<file path="config.mk">
export PLATFORM = sky130hd
export DESIGN_NAME = board_rst_seq_xilinx
export DESIGN_NICKNAME = d
export VERILOG_FILES = /design/src/rtl/board_rst_seq_pkg.sv /design/src/rtl/board_rst_seq_xilinx_sync.sv /design/src/rtl/board_rst_seq_xilinx.sv
export SDC_FILE = /design/constraint.sdc
export NUM_CORES = 1
export LEC_CHECK = 0
export BUFFER_PORTS_ARGS = -buffer_cell sky130_fd_sc_hd__buf_2
export CAP_MARGIN = 10
export CORE_UTILIZATION = 35
export CTS_CLUSTER_DIAMETER = 100
export DETAILED_ROUTE_END_ITERATION = 7
export SETUP_SLACK_MARGIN = 0.4
export SKIP_LAST_GASP = 1
export SLEW_MARGIN = 20
export SYNTH_ARGS = -nofsm -noshare
export SYNTH_HDL_FRONTEND = slang
export SYNTH_SLANG_ARGS = --single-unit
</file>
<file path="constraint.sdc">
create_clock -name clk_i -period 1.8 [get_ports clk_i]
set_input_delay 0.09 -clock clk_i [delete_from_list [all_inputs] [get_ports clk_i]]
set_output_delay 0.09 -clock clk_i [all_outputs]
set_load 0.1 [all_outputs]
</file>
<file path="src/rtl/board_rst_seq_pkg.sv">
// ----------------------------------------------------------------------------
// board_rst_seq_pkg
// Shared types for the board reset sequencer: the sequencer state encoding
// and a helper that sizes counters from their terminal-count parameter.
// ----------------------------------------------------------------------------
package board_rst_seq_pkg;

    // Encodings are visible on state_o, so they are fixed explicitly.
    typedef enum logic [1:0] {
        WAIT_LOCK  = 2'd0,
        HOLD       = 2'd1,
        WAIT_CALIB = 2'd2,
        RUN        = 2'd3
    } rst_state_e;

    // Width of a counter that must reach n-1. A parameter of 1 still needs
    // a one-bit counter, because $clog2(1) is 0.
    function automatic int unsigned cnt_width(input int unsigned n);
        return (n <= 1) ? 1 : $clog2(n);
    endfunction

endpackage

</file>
<file path="src/rtl/board_rst_seq_xilinx_sync.sv">
// ----------------------------------------------------------------------------
// board_rst_seq_xilinx_sync
// Single-bit common_cells-style synchronizer: a chain of Stages flops that
// brings an asynchronous input into the clk_i domain.
//
// Ports:
//   clk_i  - destination clock
//   rst_i  - asynchronous active-high reset, clears every stage
//   d_i    - asynchronous input bit
//   q_o    - synchronized output (last stage)
// ----------------------------------------------------------------------------
module board_rst_seq_xilinx_sync #(
    parameter int unsigned Stages = 2
) (
    input  logic clk_i,
    input  logic rst_i,
    input  logic d_i,
    output logic q_o
);

    logic [Stages-1:0] sync_q;

    // NOTE: every flop is reset, including this shift chain; after reset the
    // sequencer must see "no lock" rather than whatever the chain powered up to.
    always_ff @(posedge clk_i or posedge rst_i) begin
        if (rst_i) begin
            sync_q <= '0;
        end else begin
            // NOTE: non-blocking assignments let every stage sample the old
            // value of its predecessor, so the loop order does not matter.
            sync_q[0] <= d_i;
            for (int i = 1; i < Stages; i++) begin
                sync_q[i] <= sync_q[i-1];
            end
        end
    end

    assign q_o = sync_q[Stages-1];

endmodule

</file>
<file path="src/rtl/board_rst_seq_xilinx.sv">
// ----------------------------------------------------------------------------
// board_rst_seq_xilinx
// Board-level reset sequencer. Holds the DRAM controller and the SoC in reset
// until the clock wizard is locked, keeps the DRAM reset asserted for
// HoldCycles after lock, optionally waits for DRAM calibration (with timeout
// and retry), then releases the SoC and latches the boot switches.
//
// Build option:
//   RSTSEQ_CALIB_WAIT_EN - when defined, the WAIT_CALIB state is implemented.
//                          When undefined, HOLD goes straight to RUN,
//                          calib_done_i is ignored and calib_timeout_o is 0.
//
// Ports:
//   clk_i           - free-running board clock (sole clock)
//   rst_i           - asynchronous active-high reset
//   pll_locked_i    - clock-wizard lock (asynchronous, synchronized here)
//   calib_done_i    - DRAM calibration complete (asynchronous, synchronized)
//   sw_rst_req_i    - software/VIO reset request, clk_i-synchronous level
//   boot_mode_i     - board boot switches (asynchronous, synchronized)
//   dram_rst_o      - DRAM controller reset, active-high
//   soc_rst_no      - SoC reset, active-low
//   boot_mode_o     - boot mode captured when the SoC is released
//   state_o         - current sequencer state
//   calib_timeout_o - sticky: a calibration timeout has occurred
// ----------------------------------------------------------------------------
module board_rst_seq_xilinx
    import board_rst_seq_pkg::*;
#(
    parameter int unsigned HoldCycles   = 1024,
    parameter int unsigned CalibTimeout = 2**20,
    parameter int unsigned SyncStages   = 2
) (
    input  logic       clk_i,
    input  logic       rst_i,
    input  logic       pll_locked_i,
    input  logic       calib_done_i,
    input  logic       sw_rst_req_i,
    input  logic [1:0] boot_mode_i,
    output logic       dram_rst_o,
    output logic       soc_rst_no,
    output logic [1:0] boot_mode_o,
    output logic [1:0] state_o,
    output logic       calib_timeout_o
);

    localparam int unsigned HoldW = cnt_width(HoldCycles);
    localparam logic [HoldW-1:0] HoldLast = HoldW'(HoldCycles - 1);

    // ------------------------------------------------------------------
    // Input synchronizers, one per asynchronous bit
    // ------------------------------------------------------------------
    logic       lock_s;
    logic [1:0] boot_s;

    board_rst_seq_xilinx_sync #(.Stages(SyncStages)) u_sync_lock (
        .clk_i (clk_i),
        .rst_i (rst_i),
        .d_i   (pll_locked_i),
        .q_o   (lock_s)
    );

    for (genvar b = 0; b < 2; b++) begin : g_sync_boot
        board_rst_seq_xilinx_sync #(.Stages(SyncStages)) u_sync_boot (
            .clk_i (clk_i),
            .rst_i (rst_i),
            .d_i   (boot_mode_i[b]),
            .q_o   (boot_s[b])
        );
    end

`ifdef RSTSEQ_CALIB_WAIT_EN
    localparam int unsigned CalibW = cnt_width(CalibTimeout);
    localparam logic [CalibW-1:0] CalibLast = CalibW'(CalibTimeout - 1);

    logic              calib_s;
    logic [CalibW-1:0] calib_cnt_q, calib_cnt_d;
    logic              timeout_q, timeout_d;

    board_rst_seq_xilinx_sync #(.Stages(SyncStages)) u_sync_calib (
        .clk_i (clk_i),
        .rst_i (rst_i),
        .d_i   (calib_done_i),
        .q_o   (calib_s)
    );
`else
    // Calibration handshake is not part of this build.
    logic unused_calib_done;
    assign unused_calib_done = calib_done_i;
`endif

    // ------------------------------------------------------------------
    // Sequencer state and counters
    // ------------------------------------------------------------------
    rst_state_e       state_q, state_d;
    logic [HoldW-1:0] hold_cnt_q, hold_cnt_d;
    logic             dram_rst_q;
    logic             soc_rst_nq;
    logic [1:0]       boot_mode_q;

    always_comb begin
        // NOTE: every signal this block writes gets a default first, so no
        // path through the case statements can infer a latch.
        state_d    = state_q;
        hold_cnt_d = hold_cnt_q;
`ifdef RSTSEQ_CALIB_WAIT_EN
        calib_cnt_d = calib_cnt_q;
        timeout_d   = timeout_q;
`endif

        if (!lock_s) begin
            // Losing lock beats everything, including a software request.
            state_d = WAIT_LOCK;
        end else if (sw_rst_req_i && (state_q != WAIT_LOCK)) begin
            // Held request keeps restarting the hold window.
            state_d    = HOLD;
            hold_cnt_d = '0;
        end else begin
            case (state_q)
                WAIT_LOCK: begin
                    state_d    = HOLD;
                    hold_cnt_d = '0;
                end
                HOLD: begin
                    if (hold_cnt_q == HoldLast) begin
`ifdef RSTSEQ_CALIB_WAIT_EN
                        state_d     = WAIT_CALIB;
                        calib_cnt_d = '0;
`else
                        state_d = RUN;
`endif
                    end else begin
                        hold_cnt_d = hold_cnt_q + HoldW'(1);
                    end
                end
`ifdef RSTSEQ_CALIB_WAIT_EN
                WAIT_CALIB: begin
                    if (calib_s) begin
                        state_d = RUN;
                    end else if (calib_cnt_q == CalibLast) begin
                        // Retry: go back and pulse the DRAM reset again.
                        timeout_d  = 1'b1;
                        state_d    = HOLD;
                        hold_cnt_d = '0;
                    end else begin
                        calib_cnt_d = calib_cnt_q + CalibW'(1);
                    end
                end
`endif
                RUN: begin
                    state_d = RUN;
                end
                default: begin
                    state_d = WAIT_LOCK;
                end
            endcase
        end
    end

    // Reset outputs come from their own flops, loaded from the next state,
    // so they change on the same edge as state_q and never glitch.
    always_ff @(posedge clk_i or posedge rst_i) begin
        if (rst_i) begin
            state_q     <= WAIT_LOCK;
            hold_cnt_q  <= '0;
            dram_rst_q  <= 1'b1;
            soc_rst_nq  <= 1'b0;
            boot_mode_q <= 2'b00;
`ifdef RSTSEQ_CALIB_WAIT_EN
            calib_cnt_q <= '0;
            timeout_q   <= 1'b0;
`endif
        end else begin
            state_q    <= state_d;
            hold_cnt_q <= hold_cnt_d;
            dram_rst_q <= (state_d == WAIT_LOCK) || (state_d == HOLD);
            soc_rst_nq <= (state_d == RUN);
            if ((state_d == RUN) && (state_q != RUN)) begin
                boot_mode_q <= boot_s;
            end
`ifdef RSTSEQ_CALIB_WAIT_EN
            calib_cnt_q <= calib_cnt_d;
            timeout_q   <= timeout_d;
`endif
        end
    end

    assign dram_rst_o  = dram_rst_q;
    assign soc_rst_no  = soc_rst_nq;
    assign boot_mode_o = boot_mode_q;
    assign state_o     = state_q;
`ifdef RSTSEQ_CALIB_WAIT_EN
    assign calib_timeout_o = timeout_q;
`else
    assign calib_timeout_o = 1'b0;
`endif

endmodule

</file>
# Word level (Yosys, flattened, before mapping)
# Cells that the tools add are included.
# totals
regBits	22
inputBits	7
out_inout_bits	7
word_cells	31
# classes
n_addsub	1
n_eq_ne	7
n_mux	7
n_reduce_logical	8
# ops
op	count
two-way mux 10 bit	2
case mux 10 bit (2 select lines)	1
adder 10 x 1 -> 10 bit, second input constant	1
equality test 10 bit, second input constant	1
two-way mux 2 bit	3
case mux 2 bit (3 select lines)	1
equality test 2 x 1 -> 1 bit, second input constant	2
equality test 2 bit, second input constant	2
logical NOT 2 bit	2
!= test 3 bit, second input constant	1
AND reduction 3 bit	1
nonzero test 3 bit	1
logical AND 1 bit	2
!= test 2 bit, second input constant	1
nonzero test 2 bit	1
logical OR 1 bit	1

# Depth between registers and ports, before layout
# logic_depth
depth_word	7
depth_mapped	6
depth_no_buf	5

# Hierarchy
# Synthesis repeated with hierarchy kept, for this count alone.
# hier_totals
hier_cells	96
area_unflattened_um2	1019.7
# by_module_without_submodules
module	n_inst	cells_each	area_per_inst_um2	seq_area_each_um2
board_rst_seq_xilinx	1	87	858.3	401.6
board_rst_seq_xilinx_sync	3	3	53.8	50.0

# Worst setup path after synthesis
# OpenSTA, ideal clock, no wires.
# synth_path
path_type	flip-flop to flip-flop
startpoint	reg state_q[0], in the netlist state_o[0]
endpoint	reg hold_cnt_q[9]
arrival_ps	2112
t_required_ps	1731
setup_slack_ps	-381
path_stages_with_launch	5
n_path_buf	0
synth_period_minus_slack_ps	2181
path_cell_list	dfrtp_1 > nor3b_4 > nand2_2 > or4_1 > nand3_1
# synth_between
elab_chain_cells	4
elab_cells_between_ends	9
# synth_rtl
item	line	source
from (decl)	board_rst_seq_xilinx.sv:94	rst_state_e state_q, state_d;
from (signal assigned)	board_rst_seq_xilinx.sv:173	state_q <= state_d;
nonzero test 2 bit	board_rst_seq_xilinx.sv:113	end else if (sw_rst_req_i && (state_q != WAIT_LOCK)) begin
logical AND 1 bit	board_rst_seq_xilinx.sv:113	
!= test 3 bit (no line) or nonzero test 3 bit (tied branches)	--	
AND reduction 3 bit (no line)	--	
to (signal assigned)	board_rst_seq_xilinx.sv:174	hold_cnt_q <= hold_cnt_d;
to (decl)	board_rst_seq_xilinx.sv:95	logic [HoldW-1:0] hold_cnt_q, hold_cnt_d;
# Several ways; a longest one is shown, not always the timed one.
# A chain may end at the register's enable or synchronous reset.

# Final worst setup path
# layout_path
startpoint	reg hold_cnt_q[1]
endpoint	reg boot_mode_q[0], in the netlist boot_mode_o[0]
# layout_between
elab_chain_cells	7
# layout_rtl
item	line	source
equality test 10 bit	board_rst_seq_xilinx.sv:124	if (hold_cnt_q == HoldLast) begin
two-way mux 2 bit	board_rst_seq_xilinx.sv:124	
case mux 2 bit (3 select lines)	board_rst_seq_xilinx.sv:118	case (state_q)
two-way mux 2 bit	board_rst_seq_xilinx.sv:113	
two-way mux 2 bit	board_rst_seq_xilinx.sv:110	if (!lock_s) begin
equality test 2 bit	board_rst_seq_xilinx.sv:177	if ((state_d == RUN) && (state_q != RUN)) begin
logical AND 1 bit	board_rst_seq_xilinx.sv:177	
to (signal assigned)	board_rst_seq_xilinx.sv:178	boot_mode_q <= boot_s;
to (decl)	board_rst_seq_xilinx.sv:98	logic [1:0] boot_mode_q;
# No other way between the ends.

==> impl_metrics.yaml <==
clock_network:
  cts-root-buf: "sky130_fd_sc_hd__clkbuf_4"
  tritoncts_clock_tree: "done"
  clkSinkCount: 22
  cts_max_level: 1
  cts.path.max_buffers: 2
  cts.clk_slew.worst_paths_ps: 130
  insertion_delay_of_the_later_clocked_pin_in_the_worst_skew_pair_ps: 310
  cts-buffers-inserted: 3
pwr:
  clockPowerShare_pct: 38.2
  combinationalPowerShare_pct: 10.3
  p_leak_nw: 0.694
  total_internal_power_mw: 0.776
  seq_power_share_pct: 51.5
  power.ir.vdd_worst_mv: 0.486
  power_switching_share_pct: 23.0
  power_dens_cells_nw_per_um2: 673
  net_switching_power_figure_mw: 0.232
drt:
  dr_total_vias: 854
  routed.top_layer: "met4"
  routed-wl-met3_um: 77
  via_per_inst: 5.27
  drt_first_iter_violations: 20
  detail_route.first_pass.iterations: 4
  wl_met2_um: 1210
  post_route_wl_um: 2320
  route.detailed.drc: 0
  route.detailed.wl_per_inst_um: 14.3
  postRouteAntennaNets: 0
  route.layer.met1.wl_um: 1020
timing:
  report.final.hold_viol_count: 0
  setup_tns_ps: 0
  final_min_period_over_clock_period_pct: 94.7
  worst-slew-pin-transition_ps: 565
  layout_setup_ws_ps: 95.1
  final.setup_skew_ps: 1.77
  final.min_clock_period_ps: 1700
  worst_slew_margin_rel_pct: 62.3
  grt_setup_unrepaired: "yes"
  maxSlewViolCount: 0
  setup_viol_count_final: 0
  max_freq_ghz: 0.587
yosys:
  mappedNetlistArea_um2: 1020
  synth_top_flop_cell: "sky130_fd_sc_hd__dfrtp_1"
  yosys_warnings: 0
  async_set_or_reset_flop_fraction_in_the_synthesized_netlist_pct: 100
  synth_nets: 100
  synth_cell_types: 41
  syn-mean-instance-area_um2: 11.1
  synth-edff-count: 0
  synthesized_instance_count: 92
  postSynthRegisterBits: 22
  seq_area_frac_synth_pct: 54.1
floorplanning:
  design.die.area_um2: 3130
  initial_core_util_pct: 37.0
  area_of_the_core_um2: 2760
  height_of_the_chip_um: 56.0
  fp.dieW_um: 56.0
  placement_rows: 19
  top_level_ports: 14
global_route:
  grt_pass1_wl_um: 3910
  pin_count_of_the_biggest_net_entering_global_routing: 16
  grt_pass1_vias: 874
  grt-ovfl-total: 0
  grt.total_usage_pct: 16.4
  grt_antenna_before_repair: 0
layout:
  area_delta_synth_final_pct: 46.9
  fill_cells: 239
  number_of_inserted_diodes: 0
  finish.net_count: 140
  finish.utilization_pct: 54.3
  final_layout_size_suffix_gt1_share_pct: 47.3
  layout_common_cells: "19 x sky130_fd_sc_hd__dfrtp_1, 19 x sky130_fd_sc_hd__buf_4, 10 x sky130_fd_sc_hd__buf_2"
place:
  portBuffers: 11
  pre_cts_slack_ps: 43.8
  globalplace.congestion: 0.842
  detailed_placement_wirelength_estimate_um: 1470
setup_path:
  path_class: "reg2reg"
  critical_path.endpoint_type: "flop"
  crit_fanout: 3
  data_required_critical_path_ps: 2020
  worst-endpoint-arrival_ps: 1920
  worst_setup_path_start_kind: "flop"
  rr_worst_depth: 5
job:
  maxCapViolations: 0
run_status:
  status: "completed"
worst_hold_path:
  timing.hold.worst.class: "in2reg"
  timing.hold.worst_path_depth: 4
## cells in the mapped netlist, types with 2 or more instances
cell type | n | area share, %
sky130_fd_sc_hd__or2_0 | 2 | 1.2
sky130_fd_sc_hd__nand2b_1 | 2 | 1.2
sky130_fd_sc_hd__a211o_1 | 3 | 2.6
sky130_fd_sc_hd__nor3_1 | 5 | 2.5
sky130_fd_sc_hd__nand3_1 | 4 | 2.0
sky130_fd_sc_hd__mux2_1 | 2 | 2.2
sky130_fd_sc_hd__nor2_1 | 2 | 0.74
sky130_fd_sc_hd__o31ai_1 | 4 | 2.9
sky130_fd_sc_hd__and3_1 | 4 | 2.5
sky130_fd_sc_hd__nand2_1 | 6 | 2.2
sky130_fd_sc_hd__o21ai_0 | 4 | 2.0
sky130_fd_sc_hd__inv_1 | 5 | 1.8
sky130_fd_sc_hd__dfrtp_1 | 21 | 52
## power by group through the flow
stage | combinational [mW] | sequential, mW | clock [mW]
after floorplan | 0.0451 | 0.536 | 0
after global routing | 0.112 | 0.521 | 0.409
after global placement | 0.0782 | 0.529 | 0
final | 0.104 | 0.519 | 0.385
after detailed placement | 0.0784 | 0.530 | 0
after CTS | 0.0976 | 0.519 | 0.390
## registers in the layout (all words and copies together), names as in the netlist
signal,flops
boot_mode_o,2
dram_rst_o,1
g_sync_boot.u_sync_boot.sync_q,4
hold_cnt_q,10
soc_rst_no,1
state_o,2
u_sync_lock.sync_q,2
## critical path, cell delays in order, from the launching register on
cell and delay (ps):
sky130_fd_sc_hd__dfrtp_1 420, sky130_fd_sc_hd__ha_4 170, sky130_fd_sc_hd__nand3_4 70, sky130_fd_sc_hd__or4_4 510, sky130_fd_sc_hd__nor2_4 130, sky130_fd_sc_hd__mux2_4 300
## repair_timing
action / 4_1_cts / 5_1_grt
hold buffers: 4 / 0
gates resized for setup: 14 / 4
pin swaps: 8 / 4
setup buffers: 6 / 5
endpoints found under the hold margin: 16 / 0
endpoints found under the setup margin: 14 / 16
## logic make-up (layout without fill, tap and decap cells)
family                     Yosys count  in the layout  synth area share (%)
buffers and inverters                8             47                  3.44
DFF                                 22             22                  54.1
muxes                                2              2                  2.21
other                                1              1                 0.368
AOI/OAI and AO/OA                   18             18                  13.3
and+or+nand+nor                     40             40                  25.4
adders and majority gates            1              1                  1.23
## layout make-up
class,count,area (um^2),area share [%]
Sequential cell,22,559,37.3
Inverter,6,22.5,1.50
Tap cell,31,38.8,2.59
Clock inverter,1,30.0,2.01
Timing Repair Buffer,37,287,19.1
Clock buffer,3,22.5,1.50
Multi-Input combinational cell,62,538,35.9
## through the flow
stage	cells	total power [mW]	hold slack [ps]	instance area, um^2
global placement	143	0.607	166	1250
CTS	157	1.01	182	1450
finish	162	1.01	188	1500
global route	162	1.04	191	1500
detailed placement	143	0.608	174	1250
floorplan	92	0.581	78.5	1080
## layer usage
metal	vias to the layer above	track usage [%]
met5	-	0
met4	0	10.1
met3	2	4.19
met2	20	25.9
met1	419	20.2
li1	413	-
## path summary, 6_finish.rpt
kind	startpoint	endpoint	slack (ps)
worst max-delay path	hold_cnt_q[1]	boot_mode_o[0]	100
max in group asynchronous	rst_i	hold_cnt_q[7]	920
worst min register to register	g_sync_boot[0].u_sync_boot.sync_q[0]	g_sync_boot[0].u_sync_boot.sync_q[1]	360
worst min-delay path	sw_rst_req_i	state_o[0]	190
worst max register to register	hold_cnt_q[1]	boot_mode_o[0]	100
min in group asynchronous	rst_i	g_sync_boot[1].u_sync_boot.sync_q[1]	350
Note: power is estimated with default switching activity, not from simulation.
